===== src/rtl/multi_mode_bus_sync_pkg.sv =====
// rtl/multi_mode_bus_sync_pkg.sv - shared constants for the strobe-qualified bus synchroniser
package multi_mode_bus_sync_pkg;

    localparam int MODE_LEVEL      = 0;
    localparam int MODE_RISE       = 1;
    localparam int MODE_TOGGLE     = 2;
    localparam int MIN_SYNC_STAGES = 2;

    typedef enum logic [1:0] {
        EVT_NONE    = 2'd0,
        EVT_ACCEPT  = 2'd1,
        EVT_DROP    = 2'd2,
        EVT_CONSUME = 2'd3
    } evt_action_e;

    function automatic bit is_valid_mode(input int mode);
        return (mode == MODE_LEVEL) || (mode == MODE_RISE) || (mode == MODE_TOGGLE);
    endfunction

endpackage


===== src/rtl/multi_mode_bus_sync_sync_chain.sv =====
// rtl/multi_mode_bus_sync_sync_chain.sv - enable-gated multi-stage flop chain for crossing into clk
module sync_chain
    import multi_mode_bus_sync_pkg::*;
#(
    parameter int WIDTH  = 1,
    parameter int STAGES = 2
) (
    input  logic             clk,
    input  logic             rst_n,
    input  logic             ena,
    input  logic [WIDTH-1:0] i_d,
    output logic [WIDTH-1:0] o_q
);

    if (STAGES < MIN_SYNC_STAGES) begin : g_bad_stages
        $error("sync_chain: STAGES must be at least %0d", MIN_SYNC_STAGES);
    end

    logic [WIDTH-1:0] r_stage [STAGES];

    always_ff @(posedge clk or negedge rst_n) begin
        if (!rst_n) begin
            for (int i = 0; i < STAGES; i++) begin
                r_stage[i] <= '0;
            end
        end else if (ena) begin
            r_stage[0] <= i_d;
            for (int i = 1; i < STAGES; i++) begin
                r_stage[i] <= r_stage[i-1];
            end
        end
    end

    assign o_q = r_stage[STAGES-1];

endmodule


===== src/rtl/multi_mode_bus_sync.sv =====
// rtl/multi_mode_bus_sync.sv - strobe-qualified bus capture with valid/ready, overflow and event count
module multi_mode_bus_sync
    import multi_mode_bus_sync_pkg::*;
#(
    parameter int N           = 8,
    parameter int SYNC_STAGES = 2,
    parameter int MODE        = 1,
    parameter int CNT_W       = 8
) (
    input  logic             clk,
    input  logic             rst_n,
    input  logic             ena,
    input  logic             stb,
    input  logic [N-1:0]     data_in,
    input  logic             out_ready,
    input  logic             ovf_clr,
    output logic [N-1:0]     data_out,
    output logic             out_valid,
    output logic             overflow,
    output logic [CNT_W-1:0] evt_count
);

    if (!is_valid_mode(MODE)) begin : g_bad_mode
        $error("multi_mode_bus_sync: MODE must be 0, 1 or 2");
    end
    if (SYNC_STAGES < MIN_SYNC_STAGES) begin : g_bad_sync
        $error("multi_mode_bus_sync: SYNC_STAGES must be at least %0d", MIN_SYNC_STAGES);
    end
    if (N < 1) begin : g_bad_width
        $error("multi_mode_bus_sync: N must be at least 1");
    end

    logic             w_s;
    logic             w_evt;
    logic             w_free;
    evt_action_e      w_action;
    logic             r_stb_q;
    logic [N-1:0]     r_data_out;
    logic             r_out_valid;
    logic             r_overflow;
    logic [CNT_W-1:0] r_evt_count;

    sync_chain #(
        .WIDTH  (1),
        .STAGES (SYNC_STAGES)
    ) u_stb_sync (
        .clk   (clk),
        .rst_n (rst_n),
        .ena   (ena),
        .i_d   (stb),
        .o_q   (w_s)
    );

    // r_stb_q holds the previous synchronised strobe so edges can be seen
    always_comb begin
        w_evt = 1'b0;
        if (ena) begin
            case (MODE)
                MODE_LEVEL: w_evt = w_s;
                MODE_RISE:  w_evt = w_s & ~r_stb_q;
                default:    w_evt = w_s ^ r_stb_q;
            endcase
        end
    end

    assign w_free = ~r_out_valid | out_ready;

    always_comb begin
        w_action = EVT_NONE;
        if (w_evt && w_free) begin
            w_action = EVT_ACCEPT;
        end else if (w_evt) begin
            w_action = EVT_DROP;
        end else if (ena && r_out_valid && out_ready) begin
            w_action = EVT_CONSUME;
        end
    end

    always_ff @(posedge clk or negedge rst_n) begin
        if (!rst_n) begin
            r_stb_q     <= 1'b0;
            r_data_out  <= '0;
            r_out_valid <= 1'b0;
            r_overflow  <= 1'b0;
            r_evt_count <= '0;
        end else if (ena) begin
            r_stb_q <= w_s;
            case (w_action)
                EVT_ACCEPT: begin
                    r_data_out  <= data_in;
                    r_out_valid <= 1'b1;
                    r_evt_count <= r_evt_count + CNT_W'(1);
                end
                EVT_CONSUME: r_out_valid <= 1'b0;
                default: ;
            endcase
            // a drop in the same cycle as a clear leaves the flag set
            if (w_action == EVT_DROP) begin
                r_overflow <= 1'b1;
            end else if (ovf_clr) begin
                r_overflow <= 1'b0;
            end
        end
    end

    assign data_out  = r_data_out;
    assign out_valid = r_out_valid;
    assign overflow  = r_overflow;
    assign evt_count = r_evt_count;

endmodule


===== config.mk =====
export PLATFORM = sky130hd
export DESIGN_NAME = multi_mode_bus_sync
export DESIGN_NICKNAME = d
export VERILOG_FILES = /design/src/rtl/multi_mode_bus_sync_pkg.sv /design/src/rtl/multi_mode_bus_sync_sync_chain.sv /design/src/rtl/multi_mode_bus_sync.sv
export SDC_FILE = /design/constraint.sdc
export NUM_CORES = 1
export LEC_CHECK = 0
export CAP_MARGIN = 20
export CORE_MARGIN = 4
export CORE_UTILIZATION = 41
export CTS_BUF_LIST = sky130_fd_sc_hd__clkbuf_4 sky130_fd_sc_hd__clkbuf_8
export DETAILED_ROUTE_END_ITERATION = 12
export GPL_TIMING_DRIVEN = 0
export PLACE_DENSITY_LB_ADDON = 0.12
export SYNTH_ARGS = -nofsm -noshare
export SYNTH_HDL_FRONTEND = slang
export SYNTH_SLANG_ARGS = --single-unit

===== constraint.sdc =====
create_clock -name clk -period 1.27 [get_ports clk]
set_input_delay 0.1905 -clock clk [delete_from_list [all_inputs] [get_ports clk]]
set_output_delay 0.1905 -clock clk [all_outputs]
set_load 0.05 [all_outputs]

==> results_dict.tcl <==
set metrics [dict create \
    hp-class "in -> reg" \
    post_layout_nonfiller_instances 134 \
    cpMaxStageDelayCell "dfrtp_1" \
    post_dp_cell_area_um2 1251 \
    path_cells "nand3b_4, nor2_8, buf_6, mux2_4" \
    synth_xor_area_share_pct 6.712 \
    finalHoldViolCount 0 \
    rsz0062_at_grt "true" \
    fmax_mhz 750.2 \
    grt_pass1_vias 708 \
    slew_violations 0 \
    drc 0 \
    ys_ff_latch 21 \
    crit_path_start "r_stb_q" \
    status "finished, violations left" \
    leakage_nw 0.6766 \
    synth_compound_area_share_pct 2.329 \
    cp.arrival_ns 1.54 \
    vias 654 \
    antenna_found_initial 0 \
    synth-edff-count 0 \
    ys_types 19 \
    synthSimpleGateAreaFrac_pct 16.03 \
    track_usage_pct 13.94 \
    ys_seq_area_share_pct 57.53 \
    drt_iter0_markers 5 \
    synth_fa_ha_area_share_pct 1.370 \
    mappedNetlistArea_um2 913.4 \
    portBuffers 30 \
    clk_pin_slew_ns 0.12 \
    finalClockSkew_ns 0.009384 \
    routed_wl_mm 2.005 \
    synthMuxAreaShare_pct 13.56 \
    fin_area_um2 1394 \
    wl_per_cell_um 14.96 \
    power_per_cell_area_nw_per_um2 2087 \
    diodes 0 \
    synth.top_cell.area_share_pct 57.53 \
    cp-start-kind "register" \
    min_period_ns 1.333 \
    syn_inst 65 \
    fin_nets 123 \
    ant_nets 0 \
    yosysMostFrequentCell "dfrtp_1" \
    yosys.area.top_type "dfrtp_1" \
    setup.worst_path.class "reg -> reg" \
    required_ns 1.48 \
    areaGrowthSynthToFinish_pct 52.60 \
    htree_num_levels 1 \
    cpPeakStageDelay_ns 0.40 \
    core_um2 2042 \
    post_drt_via_cell_ratio 4.881 \
    fp.dieW_um 55.20 \
    tightestPinTransition_ns 0.9114 \
    r2r_start "r_stb_q" \
    min-delay-start "ena" \
    grt.overflow.total 0 \
    root_buffer "clkbuf_4" \
    synthArstFlopShare_pct 100.0 \
    end_kind "register" \
    yosysWarnings 0 \
    cts_made_buffers 3 \
    first_pass_iters 2 \
    grt_pass1_wl_mm 3.298 \
    gp_congestion 0.7107 \
    dp_hpwl_mm 1.239 \
    rows 16 \
    ir_worst_vdd_mv 2.050 \
    tritoncts "done" \
    clock_latency_ns 0.31 \
    dp.cells 122 \
    worst_path_dominant_cell_family "flip-flops" \
    finalSetupViolCount 13 \
    crit_path_max_fanout 5 \
    syn_avg_cell_area_um2 14.05 \
    synth_top_family_by_area "simple AND/OR/NAND/NOR gates" \
    ios 32 \
    crit_buf_inv 1 \
    drv_cap 0 \
    syn-num-nets 80 \
    cts_sinks 21 \
    start_util_pct 44.73 \
    layout-drive-gt1-share_pct 50.47 \
    die_h_um 55.20 \
    yosys-top-cells-count "dfrtp_1 (21), mux2_1 (9), xor2_1 (7)" \
    layout_setup_ws_ns -0.06299 \
    relSlewSlack_pct 39.05 \
    clockBufferDepth 2 \
    power_mw 2.909 \
    die_area_um2 3047 \
    finalCritPeriodShare_pct 105.0 \
    violations "setup timing" \
    synth_area_leaders "dfrtp_1 (58%), mux2_1 (11%), xor2_1 (6.7%)" \
    ys.flop_type "dfrtp_1" \
    cts-hold-fix-buffers 0 \
    grt_max_degree 22 \
]
[placed cells by master (no fill, tap or decap), types with 2 or more instances in the layout]
cell,synthesis,layout
buf_2,0,12
mux2_4,0,9
mux2_2,2,2
clkdlybuf4s50_1,0,12
xor2_1,7,7
clkdlybuf4s18_2,0,2
nand2_1,5,5
clkbuf_4,0,5
inv_1,2,2
nor4_4,0,3
buf_4,2,5
dfrtp_2,0,3
nand4_1,2,2
buf_12,0,3
dfrtp_1,21,18
buf_6,0,3
[per-layer routing]
metal  wire length (um)  up-vias  GRT usage [%]  share of wire, %
met5                  0        -              0                 0
met1                804      323          16.67                40
met3                151        2          6.760               7.5
met4                 15        0          4.167              0.75
met2               1033       21          22.13                52
li1                   -      308              -                 -
[cell type report]
class,count,area [um2]
clock inverters,1,5.005
fillers,160,648.1
inverters,2,7.507
clock buffers,3,22.52
multi-input cells,40,437.9
well taps,27,33.78
plain buffers,1,7.507
repair buffers,39,350.3
flip-flops and latches,21,529.3
[sequential cells by signal, summed over array words and instances, names as in the netlist]
| signal | count |
|---|---|
| evt_count | 8 |
| u_stb_sync.o_q | 1 |
| out_valid | 1 |
| r_stb_q | 1 |
| data_out | 8 |
| overflow | 1 |
| u_stb_sync.r_stage | 1 |
[stage by stage]
| step | setup slack (ns) | setup TNS (ns) | util, % | hold WS (ns) |
|---|---|---|---|---|
| 3_3_place_gp | -0.2765 | -6.745 | 61.27 | 0.4549 |
| 2_1_floorplan | -0.1693 | -2.149 | - | -0.1051 |
| 3_5_place_dp | -0.3222 | -7.412 | 61.27 | 0.4592 |
| 4_1_cts | -0.1195 | -1.314 | 67.40 | 0.1239 |
| 5_1_grt | -0.1177 | -1.261 | 68.26 | 0.1326 |
| 6_report | -0.06299 | -0.4612 | 68.26 | 0.1222 |
[power by group]
group          internal (mW)  switching [mW]  total, mW
registers              0.878           0.180       1.06
clock network          0.118           0.202      0.320
logic                  0.537           0.995       1.53
[timing repair]
item                       CTS  global route
pin swaps                    1             8
setup endpoints to repair   29            28
setup buffers                7             2
gates cloned                 0             0
resized for setup           80            29
[kinds of logic (layout without fill, tap and decap cells)]
kind of cell    after synthesis  in the layout
flops                        21             21
compound gates                3              3
fa+ha+maj                     1              1
mux                          11             11
simple gates                 18             18
xor+xnor                      7              7
buf+inv                       4             46
[worst paths after layout]
path                                endpoint  slack [ns]  cells after the start
worst max-delay path             data_out[1]       -0.06                      4
max in group asynchronous       evt_count[2]        0.27                      1
worst min-delay path                 r_stb_q        0.12                      2
min in group asynchronous        data_out[0]        0.38                      1
worst max register to register   data_out[1]       -0.06                      4
worst min register to register  evt_count[7]        0.47                      1
[worst reg2reg max path: cells and delay by family (launching register included)]
family | cells | cell delay [ns]
flops | 1 | 0.40
buf+inv | 1 | 0.15
mux | 1 | 0.30
simple gates | 2 | 0.38
Power figures use the tool's default switching activity.
